<file path="src/rtl/sram_controller.sv">
// Wait-stated controller for an external asynchronous 32-bit SRAM, serving single-outstanding CPU reads/writes.
// Optional `define MEMCTL_STATS_EN adds saturating rd_count/wr_count completion counters.
module sram_controller #(
  parameter int unsigned ADDR_W      = 17,
  parameter int unsigned DATA_W      = 32,
  parameter int unsigned WAIT_STATES = 2   // legal 1..15
) (
  input  logic              clk,
  input  logic              reset,
  input  logic              memory_read_req,
  input  logic              memory_write_req,
  input  logic [ADDR_W-1:0] memory_addr,
  input  logic [DATA_W-1:0] memory_data_o,
  output logic [DATA_W-1:0] memory_data_i,
  output logic              memory_busy,
  output logic [ADDR_W-1:0] sram_addr,
  output logic [DATA_W-1:0] sram_dq_o,
  input  logic [DATA_W-1:0] sram_dq_i,
  output logic              sram_dq_oe,
  output logic              sram_ce_n,
  output logic              sram_oe_n,
  output logic              sram_we_n
`ifdef MEMCTL_STATS_EN
  ,
  output logic [15:0]       rd_count,
  output logic [15:0]       wr_count
`endif
);

  typedef enum logic [1:0] {IDLE, SETUP, ACCESS, HOLD} state_t;

  state_t              state, state_nx;
  logic [3:0]          wait_cnt, wait_cnt_nx;
  logic                is_write, is_write_nx;
  logic [DATA_W-1:0]   rdata_nx;
  logic                busy_nx;
  logic [ADDR_W-1:0]   addr_nx;
  logic [DATA_W-1:0]   dq_nx;
  logic                dq_oe_nx;
  logic                ce_n_nx;
  logic                oe_n_nx;
  logic                we_n_nx;

  always_ff @(posedge clk or negedge reset) begin
    if (!reset) begin
      state         <= IDLE;
      wait_cnt      <= '0;
      is_write      <= 1'b0;
      memory_data_i <= '0;
      memory_busy   <= 1'b0;
      sram_addr     <= '0;
      sram_dq_o     <= '0;
      sram_dq_oe    <= 1'b0;
      sram_ce_n     <= 1'b1;
      sram_oe_n     <= 1'b1;
      sram_we_n     <= 1'b1;
    end else begin
      state         <= state_nx;
      wait_cnt      <= wait_cnt_nx;
      is_write      <= is_write_nx;
      memory_data_i <= rdata_nx;
      memory_busy   <= busy_nx;
      sram_addr     <= addr_nx;
      sram_dq_o     <= dq_nx;
      sram_dq_oe    <= dq_oe_nx;
      sram_ce_n     <= ce_n_nx;
      sram_oe_n     <= oe_n_nx;
      sram_we_n     <= we_n_nx;
    end
  end

  always_comb begin
    state_nx    = state;
    wait_cnt_nx = wait_cnt;
    is_write_nx = is_write;
    rdata_nx    = memory_data_i;
    busy_nx     = memory_busy;
    addr_nx     = sram_addr;
    dq_nx       = sram_dq_o;
    dq_oe_nx    = sram_dq_oe;
    ce_n_nx     = sram_ce_n;
    oe_n_nx     = sram_oe_n;
    we_n_nx     = sram_we_n;

    case (state)
      IDLE: begin
        // Write has priority; a simultaneous read request is dropped.
        if (memory_write_req) begin
          is_write_nx = 1'b1;
          addr_nx     = memory_addr;
          dq_nx       = memory_data_o;
          dq_oe_nx    = 1'b1;
          busy_nx     = 1'b1;
          ce_n_nx     = 1'b0;
          state_nx    = SETUP;
        end else if (memory_read_req) begin
          is_write_nx = 1'b0;
          addr_nx     = memory_addr;
          busy_nx     = 1'b1;
          ce_n_nx     = 1'b0;
          state_nx    = SETUP;
        end
      end
      SETUP: begin
        wait_cnt_nx = 4'(WAIT_STATES - 1);
        if (is_write) we_n_nx = 1'b0;
        else          oe_n_nx = 1'b0;
        state_nx = ACCESS;
      end
      ACCESS: begin
        if (wait_cnt == '0) begin
          oe_n_nx = 1'b1;
          we_n_nx = 1'b1;
          if (!is_write) rdata_nx = sram_dq_i;
          state_nx = HOLD;
        end else begin
          wait_cnt_nx = wait_cnt - 4'd1;
        end
      end
      HOLD: begin
        ce_n_nx  = 1'b1;
        dq_oe_nx = 1'b0;
        busy_nx  = 1'b0;
        state_nx = IDLE;
      end
      default: state_nx = IDLE;
    endcase
  end

`ifdef MEMCTL_STATS_EN
  always_ff @(posedge clk or negedge reset) begin
    if (!reset) begin
      rd_count <= '0;
      wr_count <= '0;
    end else if (state == HOLD) begin
      if (is_write) begin
        if (wr_count != 16'hFFFF) wr_count <= wr_count + 16'd1;
      end else begin
        if (rd_count != 16'hFFFF) rd_count <= rd_count + 16'd1;
      end
    end
  end
`endif

endmodule

</file>
<file path="config.mk">
export PLATFORM = sky130hd
export DESIGN_NAME = sram_controller
export DESIGN_NICKNAME = d
export VERILOG_FILES = /design/src/rtl/sram_controller.sv
export SDC_FILE = /design/constraint.sdc
export NUM_CORES = 1
export LEC_CHECK = 0
export ABC_AREA = 1
export BUFFER_PORTS_ARGS = -buffer_cell sky130_fd_sc_hd__buf_2
export CAP_MARGIN = 20
export CORE_MARGIN = 8
export CORE_UTILIZATION = 39
export CTS_CLUSTER_DIAMETER = 50
export DETAILED_ROUTE_END_ITERATION = 10
export HOLD_SLACK_MARGIN = 0.08
export PLACE_DENSITY_LB_ADDON = 0.12
export SYNTH_ARGS = -nofsm -noshare
export SYNTH_HDL_FRONTEND = slang
export SYNTH_SLANG_ARGS = --single-unit
export TNS_END_PERCENT = 20
</file>
<file path="constraint.sdc">
create_clock -name clk -period 1.8 [get_ports clk]
set_clock_uncertainty 0.15 [all_clocks]
set_input_delay 0.27 -clock clk [delete_from_list [all_inputs] [get_ports clk]]
set_output_delay 0.27 -clock clk [all_outputs]
set_load 0.1 [all_outputs]
</file>
Word-level counts from Yosys, hierarchy flattened
Cells that the tools add are included.

storage, ports and cells
  bits in registers = 93
  bits of input ports = 85
  output and inout bits = 86
  word-level logic and storage cells = 58

cells by class
  add/subtract/negate cells = 1
  equal/unequal tests = 9
  multiplexer cells = 22
  bitwise gates (word level) = 1
  reductions and logical operators = 14

operator list
  cell                                                                    count
  17-bit two-way mux                                                      2
  2-bit AND reduction                                                     6
  2-bit inequality test (second input constant)                           5
  1-bit one-hot mux with 2 select lines                                   5
  1-bit two-way mux                                                       9
  3-bit AND reduction                                                     3
  2-bit one-hot mux with 4 select lines                                   1
  4-bit one-hot mux with 2 select lines                                   1
  2-bit two-way mux                                                       3
  2-bit nonzero test                                                      3
  2-bit equality test (second input constant)                             2
  4-bit logical NOT                                                       1
  4-bit two-way mux                                                       1
  4-bit by 1-bit subtractor with 4-bit output (second input constant)     1
  3-bit inequality test (second input constant)                           1
  2-bit by 1-bit equality test with 1-bit output (second input constant)  1
  2-bit logical NOT                                                       1
  1-bit NOT                                                               1

Depth between registers and ports, before layout
  depth in word-level cells = 3
  depth in mapped cells = 8
  depth with buffers taken out = 8

Least setup slack after synthesis
Ideal clock, no wire load.

  kind = flip-flop to flip-flop
  start point = register state[0]
  end point = register memory_data_i[0]
  setup time = 0.122 ns
  arrival time = 1.279 ns
  data required time = 1.528 ns
  setup slack = 0.248 ns
  stages on the path, launching flop included = 9
  buffers on the path = 1
  period minus slack after synthesis = 1.552 ns
  cell sequence = dfrtp_1 inv_1 ha_1 inv_2 nor2_8 nand2_4 buf_6 nand2_1 nand2_1

on the way
  word-level cells in the longest chain between the ends = 2

RTL lines
  item                                  line  source
  from (decl)                           32    state_t state, state_nx;
  from (signal assigned)                58    state <= state_nx;
  2-bit equality test                   85    case (state)
  3-bit AND reduction (no source line)  --
  to (signal assigned)                  61    memory_data_i <= rdata_nx;
  to (decl)                             14    output logic [DATA_W-1:0] memory_data_i,

No other way between the ends.
A chain may end at the register's enable or synchronous reset.

Worst setup path in the final report
  start point = register sram_we_n
  end point = output sram_we_n

RTL lines
  item                    line  source
  from (decl)             22    output logic sram_we_n
  from (signal assigned)  68    sram_we_n <= we_n_nx;

No word-level cell between the ends.

==> results.toml <==
[setup_path]
cp_slowest_cell = "dfstp_2"
worstPathMaxFanout = 2
reg2reg_setup_slack_ns = 0.14
crit_cells = 1
r2r_cells = 7
crit_start = "sram_we_n"
path_cells = "buf_2"
critPathCapture = "sram_we_n"
critPathTopFamily = "flip-flops"
r2r-end = "sram_addr[9]"
critical_path_class = "reg2out"
end_kind = "primary output"
r2r-start = "state[1]"
max_stage_delay_ns = 0.55
cp.required_ns = 1.38
critPathBufInv = 1
critPathArrivalTime_ns = 1.33
start_kind = "flop"

[outcome]
status = "completed"

[sta]
period_share_pct = 97.2
fin_crit_ns = 1.75
finalHoldViolCount = 0
fmax_ghz = 0.572
final_max_slew_viol_count = 0
max_slew_margin_pct = 65.4
grt_setup_unrepaired = "true"
fin_ws_ns = 0.0502
tightest_slew_ns = 0.523
setup_viol = 0

[detailed_routing]
vias = 3647
wl_per_cell_um = 14.1
drtIter0Drc = 231
route.detailed.drc = 0
postRouteAntennaNets = 0
drtPass1Iterations = 4
routed_wl_mm = 11.5
viasPerCell = 4.47

[placed_design]
place_ws_ns = 0.115
dpl_cell_area_mm2 = 0.00480
placement.io_buffers = 170
place_congestion = 0.765
dpl.hpwl_mm = 7.69

[worst_hold_path]
min_from = "memory_write_req"
worst_hold_path.num_cells = 4
hp-class = "in2reg"

[clock_network]
cts_buffers = 9
cts_buffer_depth = 2
tritoncts = "done"
clk_latency_ns = 0.36
clkSinkCount = 93
root_buffer = "clkbuf_8"
cts_max_level = 3
clk_pin_slew_worst_paths_ns = 0.09

[final_layout]
nets = 769
multi_input_area_mm2 = 0.00129
regArea_mm2 = 0.00233
post-route-util_pct = 60.7
synthToLayoutAreaGrowth_pct = 53.6
fillers = 865
drive_gt1_share_pct = 30.4
final_common_cell = "nand2_1"
final_cell_mix = "233 x nand2_1, 168 x buf_2, 90 x dfrtp_1"
final_cell_area_mm2 = 0.00582

[global_routing]
antenna_found_initial = 1
grt_pass1_vias = 3852
grt_max_degree = 34
grt_overflow = 0
track_usage_pct = 18.1
grt_pass1_wl_mm = 19.1

[logic_synthesis]
yosys-mux-area-fraction_pct = 0
netlist.area_leader.share_pct = 59.4
yosysTopAreaCell = "dfrtp_1"
synthXorXnorAreaFrac_pct = 0.231
syn-cell-area_mm2 = 0.00379
yosysSeqAreaShare_pct = 61.5
post_synth_fa_ha_maj_area_fraction_pct = 2.31
synth-compound-area-share_pct = 1.98
synthSimpleGateAreaFrac_pct = 29.3
synth_top_family_by_area = "simple AND/OR/NAND/NOR gates"
synth.distinct_cells = 20
synth_nets = 514
synthesis.instances = 422
synth_area_leaders = "dfrtp_1 59%, nand2_1 23%, nand3_1 4.6%, ha_1 2.3%, dfstp_2 2.1%"
yosys_warnings = 0
syn_area_per_cell_um2 = 8.98
ys_ff_latch = 93

[floorplanning]
start_util_pct = 39.5
fp-row-count = 36
die_area_mm2 = 0.0131
pin_count = 171
coreArea_mm2 = 0.00959
die_h_um = 115
die_x_um = 115

[job]
drv_cap = 0
synthesized netlist by cell type:
cell / count
a21oi_1: 1
buf_2: 4
buf_4: 6
buf_6: 5
clkbuf_1: 3
clkinv_1: 1
dfrtp_1: 90
dfstp_2: 3
ha_1: 7
inv_1: 8
inv_2: 3
nand2_1: 233
nand2_2: 1
nand2_4: 1
nand3_1: 35
nor2_1: 3
nor2_2: 2
nor2_8: 1
o21ai_0: 14
xnor2_1: 1
per-stage QoR:
step                      TNS [ns]  instances  hold WS, ns
final                            0        816        0.118
after detailed placement         0        717        0.111
after floorplan                  0        422       -0.176
after global placement           0        717        0.103
after global routing       -0.0817        816        0.136
after CTS                        0        815       0.0958
logic make-up (layout without fill, tap and decap cells):
family / after synthesis / count (layout)
AOI/OAI and AO/OA: 15 / 15
xor gates and xnor gates: 1 / 1
adders and majority gates: 7 / 7
buffers and inverters: 30 / 290
DFF: 93 / 93
other: 0 / 1
and+or+nand+nor: 276 / 276
final cells by class:
| type | instances | share of cell area [%] |
|---|---|---|
| well taps | 133 | 2.86 |
| clock buffers | 12 | 2.66 |
| clock inverters | 4 | 0.537 |
| repair buffers | 262 | 31.0 |
| flip-flops and latches | 93 | 40.0 |
| inverters | 12 | 0.774 |
| multi-input cells | 299 | 22.1 |
| diodes | 1 | 0.0430 |
state kept, by name, summed over array words and instances (netlist names):
| register | cells |
|---|---|
| memory_data_i | 32 |
| sram_dq_o | 32 |
| sram_addr | 17 |
| wait_cnt | 4 |
| state | 2 |
| is_write | 1 |
| memory_busy | 1 |
| sram_ce_n | 1 |
| sram_dq_oe | 1 |
| sram_oe_n | 1 |
| sram_we_n | 1 |
layer usage:
metal	GRT usage, %	up-vias	wire length (µm)
met2	28.5	131	5310
met5	0	-	0
met3	7.44	16	1050
met1	22.0	1685	4920
met4	5.77	0	207
li1	-	1815	-
how the worst min path moves through the flow:
stage | to | slack (ns)
finish | sram_dq_oe | 0.12
global route | sram_dq_oe | 0.14
CTS | sram_dq_oe | 0.1
detailed placement | wait_cnt[2] | 0.11
global placement | wait_cnt[2] | 0.10
floorplan | is_write | -0.18
what timing repair did:
action / in CTS / in global routing
gates resized for setup: 0 / 3
hold endpoints to repair: 159 / 0
setup buffers: 0 / 0
hold buffers: 82 / 0
endpoints found under the setup margin: 0 / 43
Power is not shown: default switching activity piles up to over one toggle a cycle in this logic, so the estimate is an artifact.
